### src/rtl/signed_clip_arbiter.sv
// signed_clip_arbiter: round-robin shared 16->8 bit signed saturating narrower with registered valid/ready output and saturation counter
// Ports: clk/rst_n (sync active-low); i_req_valid/i_req_data (NREQ packed 16-bit samples) in, o_req_ready one-hot accept;
//        o_out_valid/i_out_ready handshake with o_out_data, o_out_id, o_out_sat; i_cnt_clr clears o_sat_cnt (sticky at max)
module signed_clip_arbiter #(
  parameter int NREQ = 4,
  parameter int IDW  = 2,
  parameter int CNTW = 16
) (
  input  logic               clk,
  input  logic               rst_n,
  input  logic [NREQ-1:0]    i_req_valid,
  input  logic [NREQ*16-1:0] i_req_data,
  output logic [NREQ-1:0]    o_req_ready,
  output logic               o_out_valid,
  input  logic               i_out_ready,
  output logic [7:0]         o_out_data,
  output logic [IDW-1:0]     o_out_id,
  output logic               o_out_sat,
  input  logic               i_cnt_clr,
  output logic [CNTW-1:0]    o_sat_cnt
);
  logic            r_valid, r_sat;
  logic [7:0]      r_data;
  logic [IDW-1:0]  r_id, r_ptr, w_grant;
  logic [CNTW-1:0] r_cnt;
  logic [15:0]     w_x;
  logic            w_accept, w_sat, w_inc;
  logic [7:0]      w_clip;
  always_comb begin
    w_grant = '0;
    for (int k = NREQ-1; k >= 0; k--)
      if (i_req_valid[(int'(r_ptr)+k)%NREQ]) w_grant = IDW'((int'(r_ptr)+k)%NREQ);
  end
  assign w_accept    = rst_n && |i_req_valid && (!r_valid || i_out_ready);
  assign o_req_ready = w_accept ? NREQ'(1) << w_grant : '0;
  assign w_x         = i_req_data[{w_grant, 4'b0} +: 16];
  assign w_sat       = !(&w_x[15:7] || ~|w_x[15:7]);
  assign w_clip      = w_sat ? (w_x[15] ? 8'h80 : 8'h7F) : w_x[7:0];
  assign w_inc       = w_accept && w_sat;
  always_ff @(posedge clk)
    if (!rst_n) begin
      r_valid <= 1'b0;
      r_data  <= '0;
      r_id    <= '0;
      r_sat   <= 1'b0;
      r_ptr   <= '0;
      r_cnt   <= '0;
    end else begin
      if (w_accept) begin
        r_valid <= 1'b1;
        r_data  <= w_clip;
        r_id    <= w_grant;
        r_sat   <= w_sat;
        r_ptr   <= (w_grant == IDW'(NREQ-1)) ? '0 : w_grant + 1'b1;
      end else if (i_out_ready) r_valid <= 1'b0;
      if (i_cnt_clr) r_cnt <= CNTW'(w_inc);
      else if (w_inc && !(&r_cnt)) r_cnt <= r_cnt + 1'b1;
    end
  assign o_out_valid = r_valid;
  assign o_out_data  = r_data;
  assign o_out_id    = r_id;
  assign o_out_sat   = r_sat;
  assign o_sat_cnt   = r_cnt;
endmodule

### config.mk
export PLATFORM = sky130hd
export DESIGN_NAME = signed_clip_arbiter
export DESIGN_NICKNAME = d
export VERILOG_FILES = /design/src/rtl/signed_clip_arbiter.sv
export SDC_FILE = /design/constraint.sdc
export NUM_CORES = 1
export LEC_CHECK = 0
export CORE_MARGIN = 2
export CORE_UTILIZATION = 39
export DETAILED_ROUTE_END_ITERATION = 7
export GPL_TIMING_DRIVEN = 0
export PLACE_DENSITY_LB_ADDON = 0.25
export SYNTH_ARGS = -nofsm -noshare
export SYNTH_HDL_FRONTEND = slang
export SYNTH_SLANG_ARGS = --single-unit
### constraint.sdc
create_clock -name clk -period 4.3 [get_ports clk]
set_input_delay 0.86 -clock clk [delete_from_list [all_inputs] [get_ports clk]]
set_output_delay 0.86 -clock clk [all_outputs]
set_load 0.1 [all_outputs]
# Word-level counts from Yosys, hierarchy flattened
# Index checks and enable logic that the tools add are counted.
[word_totals] register_bits=30 in_bits=72 output_inout_bits=32 word_cells=66
[op_classes] addsub=5 magnitude_cmp=4 n_eq_ne=1 n_shift=2 n_mux=23 bitwise=4 n_reduce_logical=20
[ops] op="$shiftx 64x7->16" n=1
[ops] op="$add 16x1->16 const B" n=1
[ops] op="$mux 8" n=2
[ops] op="$reduce_and 16->1" n=1
[ops] op="$lt 3x4->1 const B" n=3
[ops] op="$mux 1" n=11
[ops] op="$mux 2" n=5
[ops] op="$reduce_and 9->1" n=1
[ops] op="$reduce_or 9->1" n=1
[ops] op="$bmux 1 s2" n=4
[ops] op="$reduce_or 2->1" n=4
[ops] op="$add 2x1->2 const B" n=2
[ops] op="$add 2x2->2 const B" n=2
[ops] op="$logic_and 1x1->1" n=4
[ops] op="$logic_not 1->1" n=4
[ops] op="$mux 4" n=1
[ops] op="$reduce_bool 2->1" n=2
[ops] op="$reduce_or 4->1" n=1
[ops] op="$shl 1x2->4 const A" n=1
[ops] op="$and 1x1->1 const A" n=3
[ops] op="$lt 2x3->1 const B" n=1
[ops] op="$eq 2x2->1 const B" n=1
[ops] op="$logic_or 1x1->1" n=2
[ops] op="$not 1->1" n=1

# Longest topological paths before layout
# Gate-level depths: netlist (run 1).
[logic_depth] ltp_word=19 depth_mapped=12 ltp_nobuf=9

# Worst setup path after synthesis (run 1)
# OpenSTA, ideal clock, no wires.
[synth_timing] kind="input -> output" start="input port i_req_valid[2]" end="output port o_req_ready[1]" t_arrival_ps=3233 required_time_ps=3440 path_slack_ps=207 path_stages=9 path_cell_list="nor2b_1 > buf_6 > or4b_4 > buf_6 > buf_6 > nand2_4 > clkbuf_1 > ha_1 > and2_1"
[synth_between] elab_chain_len=9 word_cells_on_any_way=20 cone_classes="shift: 1; mux: 16; reduce/logical: 3"
[synth_rtl] item="from (decl)" line_no="11" text="input logic [NREQ-1:0] i_req_valid,"
[synth_rtl] item="$bmux 1 s2" line_no="32" text="if (i_req_valid[(int'(r_ptr)+k)%NREQ]) w_grant = IDW'((int'(r_ptr)+k)%NREQ);"
[synth_rtl] item="$mux 1 (not written as such) (2 in a row)" line_no="32"
[synth_rtl] item="$mux 2 (3 in a row)" line_no="32"
[synth_rtl] item="$mux 2 *" line_no="32"
[synth_rtl] item="via w_grant[0]" line_no="24" text="logic [IDW-1:0] r_id, r_ptr, w_grant;"
[synth_rtl] item="$shl 1x2->4 *" line_no="35" text="assign o_req_ready = w_accept ? NREQ'(1) << w_grant : '0;"
[synth_rtl] item="$mux 4 *" line_no="35"
[synth_rtl] item="to (decl)" line_no="13" text="output logic [NREQ-1:0] o_req_ready,"
# Mark *: on every way through the listed nets, which the timed path passes. The rest lies on a longest branch. The select of a mux whose other input is x is not followed.

# Worst setup path in the final report (run 1)
[layout_timing] start="input port i_req_valid[1]" end="output port o_req_ready[0]"
[layout_between] elab_chain_len=9 word_cells_on_any_way=20 cone_classes="shift: 1; mux: 16; reduce/logical: 3"
[layout_rtl] item="$bmux 1 s2" line_no="32"
[layout_rtl] item="$mux 1 (not written as such) (2 in a row)" line_no="32"
[layout_rtl] item="$mux 2 (4 in a row)" line_no="32"
[layout_rtl] item="$shl 1x2->4" line_no="35"
[layout_rtl] item="$mux 4 *" line_no="35"
# Mark *: on every way between the ends. The rest lies on a longest branch, timed or not. The select of a mux whose other input is x is not followed.

==> results.sh, run 1 <==
export IMPL_cp_start_kind="primary input"
export IMPL_end_kind="output port"
export IMPL_netlist_instances=326
export IMPL_critical_path_arrival_ns=3.31
export IMPL_netlist_cell_type_count=53
export IMPL_synth_async_reset_ratio=0
export IMPL_grt_pass1_wl_mm=12.5
export IMPL_rows=29
export IMPL_finClkSkew_ns=0.00759
export IMPL_p_clk_frac=0.181
export IMPL_synth_area_leaders="dfxtp_1 24%, nand3_1 9.6%, nand2_1 8.6%"
export IMPL_yosysWarningCount=0
export IMPL_status="completed"
export IMPL_yosysSeqAreaShare=0.241
export IMPL_multi_input_area_mm2=0.00174
export IMPL_combPwrFrac=0.572
export IMPL_critical_path_max_stage_delay_ns=0.56
export IMPL_antenna_cells=0
export IMPL_cts_buffers=5
export IMPL_min_period_ns=4.17
export IMPL_report_power_total_mw=1.28
export IMPL_p_seq_frac=0.247
export IMPL_drc=0
export IMPL_synth_flop_cell="dfxtp_1"
export IMPL_setup_viol=0
export IMPL_track_usage=0.215
export IMPL_drtIter0Drc=177
export IMPL_setup_tns_ns=0
export IMPL_required_ns=3.44
export IMPL_firstDrtPassIters=4
export IMPL_final_core_util=0.598
export IMPL_grt_max_degree=12
export IMPL_die_w_um=84.0
export IMPL_fin_crit_sh=0.970
export IMPL_wirelength_mm=7.79
export IMPL_finalInstanceArea_mm2=0.00375
export IMPL_port_buffers=102
export IMPL_path_max_fanout=10
export IMPL_coreArea_mm2=0.00628
export IMPL_maxSlewViolCount=0
export IMPL_critPathSlowestCell="clkdlybuf4s50_1"
export IMPL_routedWlPerCell_um=15.1
export IMPL_cts_hold_buf=0
export IMPL_drive_above_1_share=0.118
export IMPL_power_net_switching_mw=0.588
export IMPL_drtAntennaViolNets=0
export IMPL_cpMostUsedCell="buf_2"
export IMPL_synth_seq_cells=30
export IMPL_start_util=0.397
export IMPL_num_vias=2909
export IMPL_fin_nets=515
export IMPL_place_detailed_hpwl_mm=5.90
export IMPL_root_buffer="clkbuf_8"
export IMPL_antenna_found_initial=0
export IMPL_htreeDepth=2
export IMPL_cts_path_max_buffers=2
export IMPL_hold_path_class="flop to flop"
export IMPL_ir_drop_uv=238
export IMPL_crit_chain="clkdlybuf4s50_1 -> nor2b_1 -> or4_1 -> buf_2 -> buf_2 -> nand2_8 -> clkinvlp_4 -> ha_1 -> and2_1 -> buf_4"
export IMPL_dpl_cell_area_mm2=0.00361
export IMPL_cts_tree="built"
export IMPL_grt_ovfl_total=0
export IMPL_num_io_pins=104
export IMPL_p_sw_frac=0.457
export IMPL_synth_edf_count=0
export IMPL_p_int_mw=0.697
export IMPL_tightest_slew_ns=1.01
export IMPL_die_y_um=84.0
export IMPL_areaGrowthSynthToFinish_pct=50.5
export IMPL_syn_nets=403
export IMPL_gp_congestion=0.843
export IMPL_drv_cap=0
export IMPL_netlist_area_leader_share=0.241
export IMPL_hold_violations=0
export IMPL_fillers=577
export IMPL_synth_area_mm2=0.00249
export IMPL_regArea_um2=601
export IMPL_viasPerCell=5.64
export IMPL_crit_type="primary input to output port"
export IMPL_clock_sinks=30
export IMPL_syn_mean_instance_area_um2=7.65
export IMPL_rsz0062_at_grt="no"
export IMPL_clkSlewWorstSetupHoldPaths_ns=0.06
export IMPL_clk_latency_ns=0.28
export IMPL_die_area_mm2=0.00705
export IMPL_p_leak_nw=1.38
export IMPL_clock_fmax_ghz=0.240
export IMPL_relSlewSlack=0.326
export IMPL_p_per_area_mw_per_mm2=342
export IMPL_grt_pass1_vias=2622
export IMPL_synth_top_cell_by_area="dfxtp_1"
per-stage QoR:
stage	hold WS (ns)	cells	setup slack [ns]
2_1_floorplan	0.529	326	0.207
3_5_place_dp	0.467	505	-1.21
3_3_place_gp	0.450	505	-1.12
5_1_grt	0.493	516	0.00592
6_report	0.475	516	0.130
4_1_cts	0.479	514	0.0146
worst paths after layout:
kind	end	startpoint	depth (start not counted)	slack, ns
worst max register to register	o_out_sat	r_ptr[1]	12	1.01
worst min-delay path	o_out_id[1]	o_out_id[1]	2	0.47
worst max-delay path	o_req_ready[0]	i_req_valid[1]	10	0.13
worst min register to register	o_out_id[1]	o_out_id[1]	2	0.47
placed cells by master (no fill, tap or decap), drive strengths merged, types with 2 or more instances in the layout:
| cell type | Yosys | routed |
|---|---|---|
| clkbuf | 12 | 18 |
| and2 | 6 | 6 |
| o41ai | 2 | 2 |
| o2111a | 2 | 2 |
| clkinv | 1 | 2 |
| dfxtp | 30 | 30 |
| a2111oi | 3 | 3 |
| buf | 13 | 21 |
| a21oi | 18 | 18 |
| nand2b | 12 | 12 |
| o21ai | 8 | 8 |
| nor2 | 3 | 3 |
| a21boi | 2 | 2 |
| clkdlybuf4s50 | 0 | 98 |
| and3 | 5 | 5 |
| or3 | 2 | 2 |
| a221oi | 8 | 8 |
| nand2 | 59 | 59 |
| a21bo | 8 | 8 |
| mux2i | 14 | 14 |
| o21a | 3 | 3 |
| inv | 3 | 2 |
| ha | 5 | 5 |
| a32oi | 8 | 8 |
| nor3 | 3 | 3 |
| nand4 | 4 | 4 |
| or4 | 3 | 3 |
| nand3 | 49 | 49 |
| nor4 | 12 | 12 |
| nor3b | 10 | 10 |
| a211oi | 4 | 4 |
| nor2b | 5 | 5 |
| a2111o | 2 | 2 |
critical path, delay by kind of cell:
| kind | cells | cell delay, ns |
|---|---|---|
| adders and majority gates | 1 | 0.23 |
| buffers and inverters | 5 | 1.35 |
| and+or+nand+nor | 4 | 0.88 |
synthesized netlist by cell type (all sizes together) (5+ instances only):
cell type,count
a21bo,8
a21oi,18
a221oi,8
a32oi,8
and2,6
and3,5
buf,13
clkbuf,12
dfxtp,30
ha,5
mux2i,14
nand2,59
nand2b,12
nand3,49
nor2b,5
nor3b,10
nor4,12
o21ai,8
state kept, by name, summed over array words and instances (netlist names):
signal       flops
o_out_data       8
o_out_id         2
o_out_sat        1
o_out_valid      1
o_sat_cnt       16
r_ptr            2
what timing repair did:
action | CTS | global route
gates resized for setup | 30 | 3
gates cloned | 0 | 0
pin swaps | 0 | 0
buffers inserted | 2 | 3
endpoints found under the setup margin | 4 | 4
routing by layer:
layer / GRT usage / wire, um / up-vias
li1: - / - / 1446
met1: 0.286 / 3510 / 1335
met2: 0.348 / 3570 / 122
met3: 0.0593 / 635 / 6
met4: 0.0440 / 70 / 0
met5: 0 / 0 / -
layout make-up:
type,count,share of cell area
multi-input cells,267,0.464
repair buffers,107,0.281
flip-flops and latches,30,0.160
plain buffers,23,0.0387
well taps,77,0.0257
clock buffers,7,0.0230
inverters,4,0.00534
clock inverters,1,0.00133
logic make-up after synthesis:
| group | count (synthesis) | synth area share |
|---|---|---|
| buffers and inverters | 29 | 0.0662 |
| AND/OR/NAND/NOR | 176 | 0.382 |
| adder cells (fa/ha/maj) | 5 | 0.0251 |
| multiplexers | 15 | 0.0657 |
| flip-flops | 30 | 0.241 |
| AO/OA/AOI/OAI | 71 | 0.220 |
power groups by stage:
stage | registers, mW | clock network [mW] | logic [mW]
2_1_floorplan | 0.474 | 0 | 0.356
3_3_place_gp | 0.323 | 0 | 0.698
3_5_place_dp | 0.323 | 0 | 0.708
4_1_cts | 0.317 | 0.238 | 0.720
5_1_grt | 0.321 | 0.254 | 0.781
6_report | 0.318 | 0.232 | 0.734
No activity file was read; power rests on OpenSTA's default activity.
==> inputs of run 2 (changes only) <==
- GPL_TIMING_DRIVEN: 0 -> not set
==> run 2 against run 1 <==
- maximum frequency rose by 3.1%
- final cell count decreased by 2.7%
- combinational power is 4.9% lower
- register-to-register slack gained 0.09 ns
- critical path type unchanged
- utilization shrank 0.84 points
- critical path depth is 2 lower
- routed wire length is 4.3% lower
==> results.sh, run 2 (synthesis results as in run 1) <==
export IMPL_status="completed"
export IMPL_die_w_um=84.0
export IMPL_critPathSlowestCell="clkdlybuf4s50_1"
export IMPL_report_power_total_mw=1.26
export IMPL_grt_ovfl_total=0
export IMPL_layout_setup_ws_ns=0.254
export IMPL_p_leak_nw=1.35
export IMPL_cts_repair_resized=0
export IMPL_cts_path_max_buffers=2
export IMPL_setup_viol=0
export IMPL_maxSlewViolCount=0
export IMPL_htreeDepth=2
export IMPL_gp_congestion=0.834
export IMPL_relSlewSlack=0.315
export IMPL_post_cts_buffers=0
export IMPL_antenna_cells=0
export IMPL_setup_tns_ns=0
export IMPL_crit_type="primary input to output port"
export IMPL_wirelength_mm=7.45
export IMPL_grt_pass1_wl_mm=11.9
export IMPL_rr_worst_depth=8
export IMPL_routedWlPerCell_um=14.8
export IMPL_fin_crit_sh=0.941
export IMPL_clkSlewWorstSetupHoldPaths_ns=0.06
export IMPL_combPwrFrac=0.553
export IMPL_grt_pass1_vias=2519
export IMPL_p_clk_frac=0.185
export IMPL_mostFrequentLayoutCell="clkdlybuf4s50_1"
export IMPL_final_core_util=0.589
export IMPL_coreArea_mm2=0.00628
export IMPL_viasPerCell=5.57
export IMPL_path_max_fanout=25
export IMPL_p_int_mw=0.688
export IMPL_num_io_pins=104
export IMPL_start_util=0.397
export IMPL_clock_fmax_ghz=0.247
export IMPL_areaGrowthSynthToFinish_pct=48.4
export IMPL_die_y_um=84.0
export IMPL_fin_nets=501
export IMPL_place_detailed_hpwl_mm=5.61
export IMPL_drtIter0Drc=164
export IMPL_cp_start_kind="primary input"
export IMPL_num_vias=2798
export IMPL_hold_violations=0
export IMPL_reg2reg_slack_ns=1.10
export IMPL_antenna_found_initial=0
export IMPL_stdcell_count=502
export IMPL_drtAntennaViolNets=0
export IMPL_clk_latency_ns=0.28
export IMPL_cts_tree="built"
export IMPL_min_from="o_out_data[7]"
export IMPL_crit_chain="clkdlybuf4s50_1 -> nor2b_1 -> or4b_4 -> nand2_4 -> buf_4 -> ha_1 -> and2_1 -> buf_12"
export IMPL_required_ns=3.44
export IMPL_root_buffer="clkbuf_8"
export IMPL_whs_endpoint="o_out_data[7]"
export IMPL_track_usage=0.206
export IMPL_p_seq_frac=0.262
export IMPL_fillers=566
export IMPL_clock_sinks=30
export IMPL_worst_hold_slack_ns=0.482
export IMPL_min_path_cells=2
export IMPL_min_period_ns=4.05
export IMPL_worstReg2RegStart="r_ptr[1]"
export IMPL_die_area_mm2=0.00705
export IMPL_firstDrtPassIters=4
export IMPL_placed_cells=494
export IMPL_finalInstanceArea_mm2=0.00370
export IMPL_hold_path_class="flop to flop"
export IMPL_critical_path_max_stage_delay_ns=0.53
export IMPL_p_sw_frac=0.455
export IMPL_end_kind="output port"
export IMPL_finClkSkew_ns=0.00753
export IMPL_ir_drop_uv=183
export IMPL_drc=0
export IMPL_drv_cap=0
export IMPL_drive_above_1_share=0.101
export IMPL_cts_hold_buf=0
export IMPL_tightest_slew_ns=1.02
export IMPL_dpl_cell_area_mm2=0.00361
export IMPL_dp_slack_ns=0.235
export IMPL_rsz0062_at_grt="no"
export IMPL_grt_max_degree=26
export IMPL_power_net_switching_mw=0.573
export IMPL_largest_reg_flops=16
export IMPL_port_buffers=103
export IMPL_p_per_area_mw_per_mm2=341
export IMPL_reg2reg_to="o_sat_cnt[0]"
export IMPL_cts_buffers=5
export IMPL_rows=29
export IMPL_layout_common_cells="99 x clkdlybuf4s50_1, 57 x nand2_1, 48 x nand3_1"
export IMPL_critical_path_arrival_ns=3.19
## run 2: changes by cell type in the layout (fill, tap and decap cells not counted), sizes merged
| cell | before | now |
|---|---|---|
| clkbuf | 18 | 7 |
| clkdlybuf4s50 | 98 | 99 |
| clkinvlp | 1 | 0 |
| buf | 21 | 17 |
| inv | 2 | 3 |
## run 2: worst max-delay path, delay by kind of cell
kind                     cells  cell delay [ns]
AND/OR/NAND/NOR              4             1.21
adder cells (fa/ha/maj)      1             0.19
buffers and inverters        3             0.91
## run 2: worst max-delay path by stage
stage                   start             end  slack [ns]  cells past startpoint
3_3_place_gp   i_req_valid[0]    o_sat_cnt[0]        0.28                      9
4_1_cts        i_req_valid[0]  o_req_ready[1]        0.26                      8
2_1_floorplan  i_req_valid[2]  o_req_ready[1]        0.21                      9
5_1_grt        i_req_valid[0]  o_req_ready[1]        0.08                      8
3_5_place_dp   i_req_valid[0]    o_sat_cnt[0]        0.23                      9
6_report       i_req_valid[0]  o_req_ready[1]        0.25                      8
## run 2: per-layer routing
metal	wire length, um	global-route usage	up-vias
met5	0	0	-
met4	76	0.0601	0
met3	558	0.0554	6
li1	-	-	1407
met2	3370	0.332	106
met1	3450	0.269	1279
## run 2: power by group through the flow
stage                     registers, mW  clock network (mW)  logic [mW]
after floorplan                   0.474                   0       0.356
after global placement            0.335                   0       0.690
after detailed placement          0.336                   0       0.694
after CTS                         0.330               0.243       0.697
after global routing              0.335               0.254       0.749
final                             0.330               0.233       0.698
## run 2: layout make-up
type	instances	area [um^2]	share of cell area
multi-input cells	267	1730	0.467
well taps	77	96.3	0.0260
clock buffers	7	86.3	0.0233
repair buffers	116	1170	0.316
clock inverters	1	5.00	0.00135
inverters	4	15.0	0.00406
flip-flops and latches	30	601	0.162
==> inputs of run 3 (changes only) <==
- SKIP_LAST_GASP: not set -> 1
- SLEW_MARGIN: not set -> 15
==> results of run 3 <==
Final layout, timing and power as in run 2 (identical DEF).
